`src/rtl/mem_pp_writer.sv`:
```
// mem_pp_writer
//   Upstream feeder for the PP vector memory. Scalar elements arrive on a
//   valid/ready stream. no_of_units of them are packed into one memory word,
//   and each packed word is written with a one-cycle write_enable strobe.
//   After total_elements elements have been written, finish pulses for one
//   cycle.
//
//   Handshake: an element transfers on a rising clk edge where
//   in_valid & in_ready. in_ready is high only in COLLECT. in_valid may drop
//   at any time. The producer must hold in_data stable while in_valid is
//   high and no transfer has occurred.
//
// Ports
//   clk, rst_n          clock (rising edge), asynchronous active-low reset
//   start               begins a run; ignored unless IDLE
//   in_data/in_valid    scalar element stream (sink side)
//   in_ready            element accepted when in_valid & in_ready
//   write_enable        one-cycle memory write strobe per packed word
//   input_write_address word address of the current write
//   input_data          packed word, lane 0 in the least significant bits
//   busy                run in progress
//   finish              one-cycle pulse, the cycle after the final write
//
// Every output is a flop that loads from the next-state value. Each output
// therefore tracks the state register exactly, with no combinational path
// from input to output. state_q is the FSM state for checkers to probe.
module mem_pp_writer #(
   parameter int                       element_width  = 64,
   parameter int                       no_of_units    = 8,
   parameter int                       address_width  = 20,
   parameter logic [address_width-1:0] base_address   = '0,
   parameter int                       total_elements = 72
) (
   input  logic                                  clk,
   input  logic                                  rst_n,
   input  logic                                  start,
   input  logic [element_width-1:0]              in_data,
   input  logic                                  in_valid,
   output logic                                  in_ready,
   output logic                                  write_enable,
   output logic [address_width-1:0]              input_write_address,
   output logic [no_of_units*element_width-1:0]  input_data,
   output logic                                  busy,
   output logic                                  finish
);

   localparam int WORD_W = no_of_units * element_width;
   localparam int LANE_W = (no_of_units > 1) ? $clog2(no_of_units) : 1;
   localparam int CNT_W  = $clog2(total_elements + 1);

   typedef enum logic [1:0] {
      S_IDLE    = 2'd0,
      S_COLLECT = 2'd1,
      S_WRITE   = 2'd2,
      S_DONE    = 2'd3
   } state_e;

   state_e                     state_q, state_d;
   logic [LANE_W-1:0]          lane_q, lane_d;
   logic [CNT_W-1:0]           elem_q, elem_d;
   logic [WORD_W-1:0]          stage_q, stage_d;
   logic [WORD_W-1:0]          data_q, data_d;
   logic [address_width-1:0]   addr_q, addr_d;
   logic                       ready_q, we_q, busy_q, finish_q;

   always_comb begin
      state_d = state_q;
      lane_d  = lane_q;
      elem_d  = elem_q;
      stage_d = stage_q;
      data_d  = data_q;
      addr_d  = addr_q;
      case (state_q)
         S_IDLE: begin
            if (start) begin
               state_d = S_COLLECT;
               lane_d  = '0;
               elem_d  = '0;
               stage_d = '0;
            end
         end
         S_COLLECT: begin
            if (in_valid) begin
               stage_d[lane_q*element_width +: element_width] = in_data;
               elem_d = elem_q + CNT_W'(1);
               // Close the word on a full lane set or on the run's last
               // element. The output word includes the element just
               // accepted. The staging word then starts empty, so the
               // unused upper lanes of a partial last word are written as 0.
               if (lane_q == LANE_W'(no_of_units - 1) ||
                   elem_q == CNT_W'(total_elements - 1)) begin
                  state_d = S_WRITE;
                  data_d  = stage_d;
                  stage_d = '0;
                  lane_d  = '0;
               end else begin
                  lane_d = lane_q + LANE_W'(1);
               end
            end
         end
         S_WRITE: begin
            // Wraps modulo 2^address_width by natural truncation.
            addr_d  = addr_q + address_width'(1);
            state_d = (elem_q == CNT_W'(total_elements)) ? S_DONE : S_COLLECT;
         end
         S_DONE: begin
            addr_d  = base_address;
            elem_d  = '0;
            state_d = S_IDLE;
         end
         default: state_d = S_IDLE;
      endcase
   end

   always_ff @(posedge clk or negedge rst_n) begin
      if (!rst_n) begin
         state_q  <= S_IDLE;
         lane_q   <= '0;
         elem_q   <= '0;
         stage_q  <= '0;
         data_q   <= '0;
         addr_q   <= base_address;
         ready_q  <= 1'b0;
         we_q     <= 1'b0;
         busy_q   <= 1'b0;
         finish_q <= 1'b0;
      end else begin
         state_q  <= state_d;
         lane_q   <= lane_d;
         elem_q   <= elem_d;
         stage_q  <= stage_d;
         data_q   <= data_d;
         addr_q   <= addr_d;
         ready_q  <= (state_d == S_COLLECT);
         we_q     <= (state_d == S_WRITE);
         busy_q   <= (state_d != S_IDLE);
         finish_q <= (state_d == S_DONE);
      end
   end

   assign in_ready            = ready_q;
   assign write_enable        = we_q;
   assign input_write_address = addr_q;
   assign input_data          = data_q;
   assign busy                = busy_q;
   assign finish              = finish_q;

endmodule
```
`config.mk`:
```
export PLATFORM = sky130hd
export DESIGN_NAME = mem_pp_writer
export DESIGN_NICKNAME = d
export VERILOG_FILES = /design/src/rtl/mem_pp_writer.sv
export SDC_FILE = /design/constraint.sdc
export NUM_CORES = 2
export LEC_CHECK = 0
export BUFFER_PORTS_ARGS = -buffer_cell sky130_fd_sc_hd__buf_2
export CAP_MARGIN = 20
export CORE_MARGIN = 5
export CORE_UTILIZATION = 40
export CTS_CLUSTER_DIAMETER = 120
export CTS_CLUSTER_SIZE = 25
export DETAILED_ROUTE_END_ITERATION = 8
export HOLD_SLACK_MARGIN = 0.12
export PLACE_DENSITY = 0.6
export SYNTH_ARGS = -nofsm -noshare
export SYNTH_HDL_FRONTEND = slang
export SYNTH_SLANG_ARGS = --single-unit
```
`constraint.sdc`:
```
create_clock -name clk -period 3.9 [get_ports clk]
set_clock_uncertainty 0.1 [all_clocks]
set_input_delay 0.39 -clock clk [delete_from_list [all_inputs] [get_ports clk]]
set_output_delay 0.39 -clock clk [all_outputs]
set_load 0.1 [all_outputs]
```
---- Word-level counts from Yosys, hierarchy flattened ----
Cells that the tools add are included.
word-level totals
  register bits ........................... 1,060
  input port bits ......................... 68
  output and inout port bits .............. 536
  logic and storage cells ................. 54
operators by class
  $add $sub $neg .......................... 4
  equality and inequality tests ........... 11
  shifts and indexed selects .............. 2
  muxes and demuxes ....................... 18
  reductions and logical operators ........ 9
operators by type and width
  kind                                                                       count
  512-bit two-way mux                                                        3
  512-bit one-hot mux with 2 select lines                                    1
  512-bit bitwise mux                                                        1
  64-bit by 34-bit variable shift with 512-bit output, first input constant  1
  64-bit by 34-bit indexed part select with 512-bit output                   1
  20-bit one-hot mux with 2 select lines                                     1
  9-bit negator with 34-bit output                                           1
  7-bit one-hot mux with 3 select lines                                      1
  20-bit by 1-bit adder with 20-bit output, second input constant            1
  7-bit equality test, second input constant                                 2
  7-bit two-way mux                                                          2
  3-bit two-way mux                                                          3
  3-bit AND reduction                                                        3
  2-bit equality test, second input constant                                 4
  2-bit two-way mux                                                          4
  2-bit one-hot mux with 4 select lines                                      1
  7-bit by 1-bit adder with 7-bit output, second input constant              1
  3-bit one-hot mux with 2 select lines                                      1
  2-bit nonzero test                                                         3
  2-bit by 1-bit equality test with 1-bit output, second input constant      2
  2-bit inequality test, second input constant                               2
  3-bit by 1-bit adder with 3-bit output, second input constant              1
  3-bit equality test, second input constant                                 1
  3-bit nonzero test                                                         1
  other kinds (2)                                                            2

---- Depth between registers and ports, before layout ----
  depth after elaboration ................. 6
  depth in mapped cells ................... 11
  gate-level depth less buffers ........... 7

---- Least setup slack after synthesis ----
No wires, ideal clock.
  kind .................................... register to register
  from .................................... register lane_q[0]
  to ...................................... register data_q[14], in the netlist input_data[14]
  setup time .............................. 125 ps
  arrival time ............................ 2,509 ps
  data required time ...................... 3,675 ps
  slack ................................... 1,166 ps
  stages on the path, launching flop included .. 12
  buffers on the path ..................... 4
  clock period less this slack ............ 2,734 ps
  cell sequence ........................... dfrtp_1 -> buf_6 -> inv_1 -> ha_1 -> ha_1 -> buf_2 -> inv_1 -> nand4_1 -> buf_2 -> buf_2 -> mux2_2 -> mux2_2
between the ends
  word-level cells in the longest chain between the ends .. 3
  elaborated cells on any way between the ends .. 7
  classes of those cells .................. add/sub: 1; eq/ne: 1; shift: 2; mux: 1; reduce/logical: 2
RTL lines
  element                                                                           RTL line  text
  start: declaration                                                                59        logic [LANE_W-1:0] lane_q, lane_d;
  start signal: assignment                                                          129       lane_q <= lane_d;
  9-bit negator with 34-bit output or 3-bit equality test (tied branches)           84, 90
  64-bit by 34-bit indexed part select with 512-bit output (tied with other cells)  84        stage_d[lane_q*element_width +: element_width] = in_data;
  512-bit bitwise mux or 3-bit AND reduction (tied branches)                        --
  end signal: assignment                                                            132       data_q <= data_d;
  end: declaration                                                                  62        logic [WORD_W-1:0] data_q, data_d;
Parallel ways exist; a longest one is shown, timed or not.
A chain may end at the register's enable or synchronous reset.

---- Final worst setup path ----
  from .................................... register lane_q[0]
  to ...................................... register stage_q[480]
between the ends
  word-level cells in the longest chain between the ends .. 6
  elaborated cells on any way between the ends .. 9
  classes of those cells .................. add/sub: 1; eq/ne: 1; shift: 2; mux: 4; reduce/logical: 1
RTL lines
  element                                                                                                                          RTL line  text
  9-bit negator with 34-bit output                                                                                                 84
  64-bit by 34-bit indexed part select with 512-bit output or 64-bit by 34-bit variable shift with 512-bit output (tied branches)  84
  512-bit bitwise mux                                                                                                              84
  512-bit two-way mux *                                                                                                            90        if (lane_q == LANE_W'(no_of_units - 1) ||
  512-bit two-way mux *                                                                                                            83        if (in_valid) begin
  512-bit one-hot mux with 2 select lines *                                                                                        73        case (state_q)
  end signal: assignment                                                                                                           131       stage_q <= stage_d;
  end: declaration                                                                                                                 61        logic [WORD_W-1:0] stage_q, stage_d;
Every way passes the cells marked *; elsewhere a longest branch is shown, timed or not. The select of a mux whose other input is x is not followed.

==> results <==
- In this run the worst hold path is classified as in -> reg.
- The worst-case setup margin in the final layout is 0.511 ns.
- Dividing the detail-routed wire length by the instance count gives 28.1 um.
- The startpoint of the worst setup timing path is lane_q[0].
- The number of antenna diodes in the final layout is 0.
- The average cell area after synthesis is 14.2 um^2.
- The floorplan die area is 120000 um^2.
- The tree is rooted in a sky130_fd_sc_hd__clkbuf_16.
- The worst voltage drop across the vdd grid is 0.486 mV.
- The top cell type by area accounts for 58.8% of the synthesized area.
- The largest single stage delay on the critical path is 0.60 ns.
- The run finished with clean final reports.
- Yosys instantiated no cell more often than sky130_fd_sc_hd__dfrtp_1.
- The share of the Yosys chip area taken by registers is 58.8%.
- The startpoint identified for the worst register-to-register timing path is lane_q[0].
- The initial utilization of the core area, before any placement, comes to 40.2%.
- Global routing used 23.7% of the available tracks across all layers.
- TritonCTS built the clock tree.
- The net count of the finished layout is 3761.
- The biggest area consumer among synthesized cells is sky130_fd_sc_hd__dfrtp_1.
- The die is 346 um wide.
- Detailed routing inserted a total of 30000 vias.
- The number of pins with negative max-slew slack in the final report is 0.
- The final antenna-violating net count is 0.
- The flop and latch count out of synthesis is 1060.
- Setup violations remaining at the end of the flow were counted as 0.
- For this run, the number of Yosys warnings is 0.
- The prevailing post-synth register cell is sky130_fd_sc_hd__dfrtp_1.
- After synthesis, the netlist uses 52 different library cells.
- The total setup buffers inserted after CTS is 0.
- On the critical path, the stage with the largest delay is an instance of sky130_fd_sc_hd__buf_4.
- The share of the cycle needed by the critical path after routing is 86.9%.
- The fraction of layout cells with a size suffix above 1 is 42.6%.
- For the worst setup path, the data required time is 4.40 ns.
- The floorplan core area is 112000 um^2.
- The proportion of power drawn by flip-flops and latches is 38.1%.
- The total of cells resized after clock tree synthesis is 0.
- At the pin with the least slew margin, the transition time is 1.02 ns.
- The internal power of the cells totals 19500 uW.
- The critical path's top delay family is compound AO/OA/AOI/OAI gates.
- The post-route minimum period is 3.39 ns.
- The switching share of total power is 47.6%.
- The synthesized area is 45100 um^2.
- In the routed layout, each cell is associated on average with a via count of 5.79.
- The proportion of synthesized flip-flops having asynchronous set or reset is 100%.
- The initial antenna violation count is 1.
- The floorplan has 123 rows.
- Setup repair after global routing left no endpoint under its margin.
- Once placement completed, the tool counted placed cells totaling 5066.
- Summed over all cells, the static leakage comes to 0.0268 uW.
- Summed over all nets, the switching power comes to 17700 uW.
- Headroom to the max-slew limit came out at 32.3%.
- The via count of the first global-routing pass came to 30600.
- The half-perimeter wire length of the detailed placement result is 92600 um.
- In this run the critical register-to-register path is captured at stage_q[480].
- Clock latency on the worst-skew pair, taken at its later pin, is 0.68 ns.
- Across the run, the number of max-cap violations was 0.
- The synthesized instance count is 3188.
- For this design the ratio of total power to cell area is 717 nW/um^2.
- The first global-routing pass estimated 217000 um of wire.
- In the routed design, unresolved DRC markers number 0.
- The category of the worst setup path capture point is a register.
- Based on the critical path, the design can be clocked at up to 295 MHz.
- The final count of hold timing violations is 0.
- The post-place setup slack is 0.577 ns.
- The kind of launch point of the worst setup path is a register.
- Input and output buffers added on the ports amount to 603.
- The endpoint of the worst setup timing path is stage_q[480].
- No sink is reached through more buffers than the 3 on the longest clock path.
- The path length in cells of the critical path is 7.
- Counting both buffers and inverters, the worst setup path holds a total of 1.
- Measured along the y axis, the die boundary spans 346 um.
- The pin count of the biggest net entering global routing is 85.
- Sorting the synthesized cells by area gives the leading types as sky130_fd_sc_hd__dfrtp_1 59%, sky130_fd_sc_hd__mux2_2 19%, sky130_fd_sc_hd__a22o_1 15%, sky130_fd_sc_hd__buf_2 1.7%, sky130_fd_sc_hd__clkbuf_1 1.2%.
- For this block, the initial DRC count from the detailed router was 2681.
- In the synthesized netlist, the cells that appear most often are 1060 x sky130_fd_sc_hd__dfrtp_1, 769 x sky130_fd_sc_hd__mux2_2, 768 x sky130_fd_sc_hd__a22o_1.
- For this run the aggregate overflow at the end of global routing stands at 0.
- CTS saw 1060 sinks.
- The arrival time reported for the critical path endpoint is 3.89 ns.
- Counting the buffers created by CTS gives 48.
- The H-tree depth is 2.
- In this run the register-to-register setup slack is 0.51 ns.
- The number of hold-repair buffers added at the cts stage is 67.
- During I/O placement, the number of pins put on the boundary was 604.
- In this design, the critical path's most frequently occurring cell is sky130_fd_sc_hd__ha_1.
- The area after detailed placement is 50000 um^2.
- The count of cells in the finished layout, fillers not included, comes to 5187.
- The weighted congestion at the end of routability-driven global placement is 0.799.
- The synthesis-to-layout area growth is 15.1%.
- The total negative setup slack is 0 ns.
- Of all nets on the critical path, the largest fanout is 48.
- For this block, the routed nets add up to 146000 um of wire.
- Counting cells, the worst reg-to-reg path comes to 7.
- The share of total power dissipated in the clock network is 15.9%.
- The total non-filler cell area in the finished layout is 51900 um^2.
- The classification of the worst setup path is reg -> reg.
- Traced cell by cell, the critical path runs through ha_1, ha_1, nand4bb_1, a21o_1, nor3_2, buf_4, a22o_1.
- Yosys mapped a number of flops with a built-in enable equal to 0.
- The clock-pin slew of the registers on the worst-case setup and hold paths is 0.11 ns.
- The total iterations of the first detailed-routing run is 5.
- The share of total power dissipated in combinational logic is 46.0%.
- Synthesis produced a netlist with a net count of 3266.
- After layout, the design draws a total of 37200 uW.
==> kinds of logic (layout without fill, tap and decap cells) <==
| group | Yosys count | in the layout | share of synthesized area (%) |
|---|---|---|---|
| mux | 771 | 771 | 19.2 |
| simple gates | 176 | 176 | 2.32 |
| flops | 1060 | 1060 | 58.8 |
| fa+ha+maj | 10 | 10 | 0.277 |
| xor+xnor | 11 | 11 | 0.214 |
| buf+inv | 340 | 839 | 3.53 |
| compound gates | 820 | 820 | 15.6 |
==> sequential cells by signal (all words and copies together), names as in the netlist <==
name / cells
in_ready: 1
finish: 1
stage_q: 512
input_write_address: 20
lane_q: 3
input_data: 512
state_q: 2
elem_q: 7
write_enable: 1
busy: 1
==> worst reg2reg max path, delay by kind of cell (launching register included) <==
kind / cells / cell delay [ns]
flops: 1 / 0.52
simple gates: 2 / 0.64
buf+inv: 1 / 0.60
fa+ha+maj: 2 / 0.60
compound gates: 2 / 0.84
==> routing by layer <==
metal | share of wire [%] | track usage (%) | vias up
met5 | 0 | 0 | -
met4 | 2.3 | 5.40 | 0
met3 | 6.8 | 5.68 | 150
met2 | 47 | 37.9 | 871
met1 | 44 | 32.9 | 16100
li1 | - | - | 12900
==> power groups by stage <==
| stage | registers (uW) | clock network [uW] | logic (uW) |
|---|---|---|---|
| floorplan | 21300 | 0 | 5570 |
| global placement | 14400 | 0 | 17100 |
| detailed placement | 14400 | 0 | 17200 |
| CTS | 14200 | 6100 | 17300 |
| global route | 14400 | 6450 | 17800 |
| finish | 14200 | 5910 | 17100 |
==> cell type report <==
type,instances,area [um^2]
Timing Repair Buffer,771,4980
Sequential cell,1060,26500
Inverter,14,55.1
Multi-Input combinational cell,1788,17200
Clock buffer,52,1260
Clock inverter,2,32.5
Fill cell,10100,60400
Tap cell,1500,1880
==> layout by cell type, fill, tap and decap left out, types with 3 or more instances in the layout <==
cell type	Yosys	final
sky130_fd_sc_hd__o2bb2ai_1	4	4
sky130_fd_sc_hd__or4_1	3	3
sky130_fd_sc_hd__dlygate4sd3_1	0	67
sky130_fd_sc_hd__inv_1	14	13
sky130_fd_sc_hd__nor3_2	4	7
sky130_fd_sc_hd__and3_4	0	3
sky130_fd_sc_hd__dfrtp_1	1060	1060
sky130_fd_sc_hd__a21o_4	0	6
sky130_fd_sc_hd__and2_1	69	69
sky130_fd_sc_hd__nor2_1	19	14
sky130_fd_sc_hd__xnor2_1	9	9
sky130_fd_sc_hd__buf_4	6	59
sky130_fd_sc_hd__or3_2	4	4
sky130_fd_sc_hd__nand4_1	6	6
sky130_fd_sc_hd__nor3_1	11	8
sky130_fd_sc_hd__a22o_1	768	768
sky130_fd_sc_hd__clkbuf_16	0	50
sky130_fd_sc_hd__buf_2	157	602
sky130_fd_sc_hd__mux2_2	769	769
sky130_fd_sc_hd__ha_1	10	10
sky130_fd_sc_hd__nand3_4	1	5
sky130_fd_sc_hd__o21ai_0	15	15
sky130_fd_sc_hd__nand3_1	12	8
sky130_fd_sc_hd__nor2_4	0	6
sky130_fd_sc_hd__or3_1	3	3
sky130_fd_sc_hd__buf_12	0	42
sky130_fd_sc_hd__nand2_1	22	22
sky130_fd_sc_hd__a21oi_1	16	16
==> how the worst min path moves through the flow <==
| stage | start | depth (start not counted) | endpoint |
|---|---|---|---|
| floorplan | rst_n | 0 | busy |
| global placement | rst_n | 1 | input_data[133] |
| detailed placement | rst_n | 1 | input_data[133] |
| CTS | in_data[35] | 2 | stage_q[227] |
| global route | in_data[35] | 2 | stage_q[227] |
| finish | in_data[35] | 2 | stage_q[227] |
==> metrics by stage <==
stage / util, % / hold WS [ns]
3_3_place_gp: 44.5 / 0.381
6_report: 46.2 / 0.152
2_1_floorplan: - / -0.00559
5_1_grt: 46.2 / 0.140
4_1_cts: 46.2 / 0.122
3_5_place_dp: 44.5 / 0.381
Power figures use the tool's default switching activity.
